### src/rtl/clk_div_ctrl_if.sv
// Configuration channel of the runtime clock divider: valid/ready word
// offer plus the controller's error and applied status pulses.
interface clk_div_ctrl_if #(
    parameter int unsigned DIV_W = 32
);
    logic             cfg_valid;
    logic [DIV_W-1:0] cfg_half;
    logic             cfg_ready;
    logic             cfg_err;
    logic             applied;

    modport master (
        output cfg_valid,
        output cfg_half,
        input  cfg_ready,
        input  cfg_err,
        input  applied
    );

    modport slave (
        input  cfg_valid,
        input  cfg_half,
        output cfg_ready,
        output cfg_err,
        output applied
    );
endinterface

### src/rtl/clk_div_ctrl.sv
// Glitch-free runtime-programmable divider for the 12 MHz fabric clock: the half-period
// changes only on a full-period boundary and stops are honoured only while o_out_clk is low.
module clk_div_ctrl #(
    parameter int unsigned DIV_W = 32
) (
    input  logic          i_in_clk,
    input  logic          i_rst,
    input  logic          i_en,
    clk_div_ctrl_if.slave cfg,
    output logic          o_out_clk,
    output logic          o_tick,
    output logic          o_running
);

    typedef enum logic [1:0] {
        S_IDLE,
        S_RUN,
        S_PEND
    } state_t;

    state_t           r_state, w_state_n;
    logic [DIV_W-1:0] r_active, w_active_n;
    logic [DIV_W-1:0] r_pending, w_pending_n;
    logic [DIV_W-1:0] r_cnt, w_cnt_n;
    logic             r_out_clk, w_out_clk_n;
    logic             r_tick, w_tick_n;
    logic             r_applied, w_applied_n;
    logic             r_cfg_err;
    logic             r_running;

    logic w_cfg_ready;
    logic w_hs;
    logic w_hs_ok;
    logic w_term;
    logic w_fall;

    // Ready depends on state only, so no input-to-output combinational path exists.
    assign w_cfg_ready = (r_state != S_PEND);
    assign w_hs        = cfg.cfg_valid && w_cfg_ready;
    assign w_hs_ok     = w_hs && (cfg.cfg_half != '0);
    assign w_term      = (r_cnt == r_active - DIV_W'(1));
    assign w_fall      = w_term && r_out_clk;

    always_comb begin
        // NOTE: every signal gets a default before the case so no path leaves one unassigned (no latches).
        w_state_n   = r_state;
        w_active_n  = r_active;
        w_pending_n = r_pending;
        w_cnt_n     = r_cnt;
        w_out_clk_n = r_out_clk;
        w_tick_n    = 1'b0;
        w_applied_n = 1'b0;

        case (r_state)
            S_IDLE: begin
                w_out_clk_n = 1'b0;
                w_cnt_n     = '0;
                if (w_hs_ok) begin
                    w_active_n  = cfg.cfg_half;
                    w_applied_n = 1'b1;
                end
                if (i_en && (w_active_n != '0)) begin
                    w_state_n = S_RUN;
                end
            end

            S_RUN, S_PEND: begin
                if (!i_en && !r_out_clk) begin
                    // Stop while low: leave immediately, committing any waiting word.
                    w_state_n = S_IDLE;
                    w_cnt_n   = '0;
                    if (r_state == S_PEND) begin
                        w_active_n  = r_pending;
                        w_applied_n = 1'b1;
                    end else if (w_hs_ok) begin
                        w_active_n  = cfg.cfg_half;
                        w_applied_n = 1'b1;
                    end
                end else begin
                    w_cnt_n = w_term ? '0 : r_cnt + DIV_W'(1);
                    if (w_term) begin
                        w_out_clk_n = !r_out_clk;
                        w_tick_n    = 1'b1;
                    end
                    if (w_fall && (r_state == S_PEND)) begin
                        w_active_n  = r_pending;
                        w_applied_n = 1'b1;
                        w_state_n   = S_RUN;
                    end
                    if (w_hs_ok) begin
                        if (w_fall && !i_en) begin
                            w_active_n  = cfg.cfg_half;
                            w_applied_n = 1'b1;
                        end else begin
                            w_pending_n = cfg.cfg_half;
                            w_state_n   = S_PEND;
                        end
                    end
                    // A stop requested while high completes on the falling edge.
                    if (w_fall && !i_en) begin
                        w_state_n = S_IDLE;
                    end
                end
            end

            default: w_state_n = S_IDLE;
        endcase
    end

    // NOTE: sequential state uses non-blocking assignments so every register samples pre-edge values.
    always_ff @(posedge i_in_clk) begin
        if (i_rst) begin
            r_state   <= S_IDLE;
            r_active  <= '0;
            r_pending <= '0;
            r_cnt     <= '0;
            r_out_clk <= 1'b0;
            r_tick    <= 1'b0;
            r_applied <= 1'b0;
            r_cfg_err <= 1'b0;
            r_running <= 1'b0;
        end else begin
            r_state   <= w_state_n;
            r_active  <= w_active_n;
            r_pending <= w_pending_n;
            r_cnt     <= w_cnt_n;
            r_out_clk <= w_out_clk_n;
            r_tick    <= w_tick_n;
            r_applied <= w_applied_n;
            r_cfg_err <= w_hs && (cfg.cfg_half == '0);
            r_running <= (r_state != S_IDLE);
        end
    end

    assign cfg.cfg_ready = w_cfg_ready;
    assign cfg.cfg_err   = r_cfg_err;
    assign cfg.applied   = r_applied;
    assign o_out_clk     = r_out_clk;
    assign o_tick        = r_tick;
    assign o_running     = r_running;

endmodule

### src/flat_wrapper.sv
// flat-port wrapper written by rule: the top's interface ports become plain ports
module clk_div_ctrl_flat 
#(
    parameter int unsigned DIV_W = 32
)
  (i_in_clk, i_rst, i_en, o_out_clk, o_tick, o_running, cfg_cfg_valid, cfg_cfg_half, cfg_cfg_ready, cfg_cfg_err, cfg_applied);
  clk_div_ctrl_if #(.DIV_W(DIV_W)) cfg_i ();
  input  logic i_in_clk;
  input  logic i_rst;
  input  logic i_en;
  output logic o_out_clk;
  output logic o_tick;
  output logic o_running;
  input wire logic [$bits(cfg_i.cfg_valid)-1:0] cfg_cfg_valid;
  input wire logic [$bits(cfg_i.cfg_half)-1:0] cfg_cfg_half;
  output wire logic [$bits(cfg_i.cfg_ready)-1:0] cfg_cfg_ready;
  output wire logic [$bits(cfg_i.cfg_err)-1:0] cfg_cfg_err;
  output wire logic [$bits(cfg_i.applied)-1:0] cfg_applied;
  assign cfg_i.cfg_valid = cfg_cfg_valid;
  assign cfg_i.cfg_half = cfg_cfg_half;
  assign cfg_cfg_ready = cfg_i.cfg_ready;
  assign cfg_cfg_err = cfg_i.cfg_err;
  assign cfg_applied = cfg_i.applied;
  clk_div_ctrl #(.DIV_W(DIV_W)) u_core (.i_in_clk(i_in_clk), .i_rst(i_rst), .i_en(i_en), .cfg(cfg_i), .o_out_clk(o_out_clk), .o_tick(o_tick), .o_running(o_running));
endmodule
### config.mk
export PLATFORM = sky130hd
export DESIGN_NAME = clk_div_ctrl_flat
export DESIGN_NICKNAME = d
export VERILOG_FILES = /design/src/rtl/clk_div_ctrl_if.sv /design/src/rtl/clk_div_ctrl.sv /design/src/flat_wrapper.sv
export SDC_FILE = /design/constraint.sdc
export NUM_CORES = 1
export LEC_CHECK = 0
export BUFFER_PORTS_ARGS = -buffer_cell sky130_fd_sc_hd__buf_4
export CORE_ASPECT_RATIO = 1.1
export CORE_MARGIN = 2
export CORE_UTILIZATION = 40
export DETAILED_ROUTE_END_ITERATION = 6
export PLACE_DENSITY = 0.65
export SLEW_MARGIN = 20
export SYNTH_ARGS = -nofsm -noshare
export SYNTH_HDL_FRONTEND = slang
export SYNTH_SLANG_ARGS = --single-unit
### constraint.sdc
create_clock -name i_in_clk -period 11.03 [get_ports i_in_clk]
set_clock_uncertainty 0.1 [all_clocks]
set_input_delay 2.206 -clock i_in_clk [delete_from_list [all_inputs] [get_ports i_in_clk]]
set_output_delay 2.206 -clock i_in_clk [all_outputs]
set_load 0.05 [all_outputs]
Word-level counts from Yosys, hierarchy flattened
Index checks and enable logic that the tools add are counted.
- bits in registers: 103
- input bits: 36
- output and inout bits: 6
- add/sub/neg operators: 2
- equality and inequality tests: 8
- multiplexer cells: 28
- bitwise gates (word level): 3
- reduce and logical (&&, ||, !) cells: 21
- operators by type and width (cell ; number):
    $mux 32 ; 9
    $pmux 32 s2 ; 2
    $reduce_bool 32->1 ; 2
    $add 32x1->32 const B ; 1
    $eq 32x32->1 ; 1
    $logic_not 32->1 ; 1
    $sub 32x1->32 const B ; 1
    $mux 2 ; 5
    $mux 1 ; 9
    $logic_and 1x1->1 ; 8
    $ne 5x1->1 const B ; 1
    $ne 2x1->1 const B ; 2
    $ne 2x2->1 const B ; 2
    $pmux 1 s2 ; 2
    $pmux 2 s2 ; 1
    $reduce_and 4->1 ; 1
    $reduce_bool 2->1 ; 2
    $not 1->1 ; 3
    $reduce_and 3->1 ; 1
    $reduce_or 3->1 ; 1
    $eq 2x1->1 const B ; 1
    $eq 2x2->1 const B ; 1
    $logic_not 1->1 ; 2
    $logic_not 2->1 ; 1
    2 further kinds ; 2

Logic depth before layout (Yosys ltp)
- word-level depth: 9
- depth in mapped cells: 15

Least setup slack after synthesis
Ideal clock, no wire load.
- path kind: input-to-reg
- start: input port cfg_cfg_half[9]
- end: register u_core.r_active[2]
- arrival: 3987 ps
- data required time: 10804 ps
- slack: 6817 ps
- stages on the path: 8
- buffers on the path: 2
- cells stage by stage: nor4_1 -> and4_1 -> a21oi_1 -> clkbuf_1 -> buf_1 -> mux2_2 -> a221oi_1 -> o22ai_1
- longest elaborated chain between the ends: 6
- RTL lines (what ; line ; RTL):
    start, declared ; flat_wrapper.sv:15 ; input wire logic [$bits(cfg_i.cfg_half)-1:0] cfg_cfg_half;
    $reduce_bool 32->1 (*) ; clk_div_ctrl.sv:40 ; assign w_hs_ok = w_hs && (cfg.cfg_half != '0);
    $logic_and 1x1->1 (*) ; clk_div_ctrl.sv:40 ;
    $mux 32 (2 in series) ; -- ;
    $mux 32 ; clk_div_ctrl.sv:68 ; if (!i_en && !r_out_clk) begin
    $pmux 32 s2 (*) ; clk_div_ctrl.sv:54 ; case (r_state)
    end signal, assigned ; clk_div_ctrl.sv:124 ; r_active <= w_active_n;
    end, declared ; clk_div_ctrl.sv:22 ; logic [DIV_W-1:0] r_active, w_active_n;
Mark *: on every way between the ends. The rest lies on a longest branch, timed or not. The select of a mux whose other input is x is not followed.
A chain may end at the register's enable or synchronous reset.

Final worst setup path
- start: register u_core.r_active[5]
- end: register u_core.r_active[8]
- longest elaborated chain between the ends: 9
- RTL lines (what ; line ; RTL):
    $sub 32x1->32 (*) ; clk_div_ctrl.sv:41 ; assign w_term = (r_cnt == r_active - DIV_W'(1));
    $eq 32x32->1 (*) ; clk_div_ctrl.sv:41 ;
    $logic_and 1x1->1 (*) ; clk_div_ctrl.sv:42 ; assign w_fall = w_term && r_out_clk;
    $logic_and 1x1->1 ; clk_div_ctrl.sv:85 ; if (w_fall && (r_state == S_PEND)) begin
    $mux 32 ; clk_div_ctrl.sv:85 ;
    $mux 32 ; clk_div_ctrl.sv:91 ; if (w_fall && !i_en) begin
    $mux 32 (*) ; clk_div_ctrl.sv:90 ; if (w_hs_ok) begin
    $mux 32 (*) ; clk_div_ctrl.sv:68 ;
    $pmux 32 s2 (*) ; clk_div_ctrl.sv:54 ;
Mark *: on every way between the ends. The rest lies on a longest branch, timed or not.

==> flow_summary.ini <==
[clocking]
insertion_delay_ns = 0.37
htree_levels = 3
cts.clk_slew.worst_paths_ns = 0.08
tritoncts = built
postCtsHoldBufs = 0
cts_resized = 0
clkSinkCount = 103
cts_buffers = 9
cts_setup_buffers = 0
cts_root_buf = clkbuf_16
cts_buffer_depth = 2

[detailed_routing]
routedWlPerCell_um = 18.6
post-route-drc-count = 0
dr.pass1.iters = 5
antenna_left = 0
via_count = 7506
finalWirelength_um = 22500
drt-initial-drc-count = 821
viasPerCell = 6.20

[global_routing]
gr-usage-met2_pct = 35.6
antenna_found_initial = 0
grt_usage_pct = 22.8
grt_max_degree = 67
grt_pass1_vias = 6744
met3_usage_pct = 3.62
grt_pass1_wl_um = 36000
grt_overflow = 0
top_usage_layer = met2
use_met1_pct = 31.0

[die]
dieArea_sq_mm = 0.0197
rows = 52
die_width_um = 134
placeableCoreArea_sq_mm = 0.0183
ios = 42
start_util_pct = 40.6
die_h_um = 147

[min_path]
hp-class = flip-flop to flip-flop
holdCritStartpoint = u_core.r_state[0]

[timing]
hold_violations = 0
slew_headroom_pct = 25.8
finalMaxSlewViolations = 0
rsz0062_at_grt = false
finalCritPeriodShare_pct = 47.0
fin_setup_tns_ns = 0
clock.fmax_mhz = 193
min_period_ns = 5.19
worst_pin_slew_ns = 1.11
setup_viol = 0

[power]
power_density_mw_per_mm2 = 149
ir_drop_mv = 0.103
p_leak_nw = 2.87

[synth]
ys_ff_latch = 103
yosysSeqAreaShare_pct = 27.7
async_flop_share_pct = 0
syn-num-nets = 1032
synth_edf_count = 0
synth_area_sq_mm = 0.00743
ys_warn_count = 0
synth_flop_cell = dfxtp_1
syn_area_per_cell_sq_um = 7.50
netlist_instances = 991
synth_cell_types = 63

[final_layout]
syn_to_final_growth_pct = 8.55
fin_area_sq_mm = 0.00807
antennaDiodeCount = 0
drive_above_1_share_pct = 9.82
fillers = 1849
fin_nets = 1003
fin_util_pct = 44.1
stdcell_count = 1210

[placed_design]
placedInstanceArea_sq_mm = 0.00778
placed_cells = 1194
place_congestion = 0.897
io_buffers = 41
dpl.hpwl_um = 14900

[critical_path]
crit_family = simple AND/OR/NAND/NOR gates
crit_chain = nor4_1 > nand2_1 > nor4_2 > o211ai_1 > or4_4 > nor4_4 > nand3_2 > o22ai_1 > o22ai_1
critPathLaunch = u_core.r_active[5]
crit_path_max_fanout = 32
crit_path_end_kind = flip-flop
critPathArrivalTime_ns = 5.33
start_kind = flip-flop
r2r_start = u_core.r_active[5]
critPathRequiredTime_ns = 11.18
crit_buf_inv = 0
max_stage_delay_ns = 1.03
cp_common_cell = o22ai_1
worst_path_max_delay_cell = nand3_2
crit_type = flip-flop to flip-flop

[flow_run]
max_cap_viol_count = 0

[status]
status = finished clean
==> registers in the layout (all words and copies together), names as in the netlist <==
name	cells
u_core.cfg.applied	1
u_core.cfg.cfg_err	1
u_core.o_out_clk	1
u_core.o_running	1
u_core.o_tick	1
u_core.r_active	32
u_core.r_cnt	32
u_core.r_pending	32
u_core.r_state	2
==> power by group <==
group / internal, W / leakage, nW / total, W / switching, W
clock network: 0.000158 / 0.144 / 0.000326 / 0.000168
logic: 0.000161 / 1.88 / 0.000406 / 0.000245
registers: 0.000402 / 0.839 / 0.000470 / 0.0000676
==> cell type report <==
class,instances,area (sq um),share of cell area [%]
Inverter,33,124,1.54
Multi-Input combinational cell,762,4890,60.6
Sequential cell,103,2060,25.6
Clock inverter,7,65.1,0.807
Timing Repair Buffer,53,398,4.93
Clock buffer,9,225,2.79
Tap cell,243,304,3.77
==> logic make-up after synthesis <==
logic type | after synthesis | share of synthesized area [%]
AO/OA/AOI/OAI | 269 | 24.5
XOR/XNOR | 50 | 5.89
adder cells (fa/ha/maj) | 5 | 0.842
buffers and inverters | 126 | 6.90
flip-flops | 103 | 27.7
multiplexers | 67 | 9.18
AND/OR/NAND/NOR | 371 | 24.9
==> cells in the mapped netlist (3+ instances only) <==
master	instances	area, sq um
nor2_1	121	454
dfxtp_1	103	2060
nand2_1	85	319
clkbuf_1	76	285
mux2i_1	58	581
a21oi_1	56	280
o21ai_0	54	270
xnor2_1	35	307
inv_1	33	124
nand3_1	32	160
o22ai_1	25	156
nor4_1	24	150
o31ai_1	24	180
nand4_1	23	144
a22oi_1	21	158
o32a_1	21	210
nor3_1	17	85.1
xor2_1	15	131
and3_1	12	75.1
o311ai_0	12	105
a221oi_1	11	96.3
o221ai_1	11	96.3
a31oi_1	9	56.3
mux2_2	9	101
or3_1	8	50.1
or4_1	8	60.1
and4_1	5	43.8
buf_1	5	18.8
buf_2	5	25.0
buf_4	5	37.5
ha_1	5	62.6
nand4b_1	5	43.8
nor2b_1	5	31.3
nor4b_1	5	43.8
nor3b_1	4	30.0
o211ai_1	4	30.0
a211o_1	3	26.3
a21o_1	3	22.5
a32o_1	3	30.0
and2_1	3	18.8
==> per-layer routing <==
metal | routed length (um) | up-vias
li1 | - | 3605
met1 | 10200 | 3551
met2 | 10100 | 307
met3 | 1510 | 43
met4 | 724 | 0
met5 | 0 | -
==> worst paths after layout <==
path                            slack, ns  cells after the start                  to
worst min-delay path                 0.39                      2   u_core.r_state[0]
worst max register to register       5.84                      9  u_core.r_active[8]
worst min register to register       0.39                      2   u_core.r_state[0]
worst max-delay path                 5.84                      9  u_core.r_active[8]
==> tightest hold or removal path, cell delays in order, from the launching register on <==
cell and delay [ns]:
dfxtp_1 0.34, nand2_1 0.06, mux2i_1 0.05
==> stage by stage <==
| stage | hold WS, ns | worst slack [ns] | power [W] |
|---|---|---|---|
| finish | 0.393 | 5.84 | 0.00120 |
| global route | 0.434 | 5.49 | 0.00127 |
| CTS | 0.390 | 5.91 | 0.00120 |
| detailed placement | 0.380 | 5.72 | 0.000872 |
| global placement | 0.375 | 5.78 | 0.000870 |
| floorplan | 0.352 | 6.82 | 0.000766 |
==> layout by cell type, fill, tap and decap left out, types with 15 or more instances in the layout <==
master,n
nor2_1,120
dfxtp_1,103
nand2_1,85
mux2i_1,58
a21oi_1,55
o21ai_0,54
buf_4,53
xnor2_1,35
inv_1,33
nand3_1,32
o22ai_1,25
o31ai_1,24
nor4_1,24
nand4_1,23
a22oi_1,21
o32a_1,21
nor3_1,16
xor2_1,15
(Power assumes the default switching activity.)
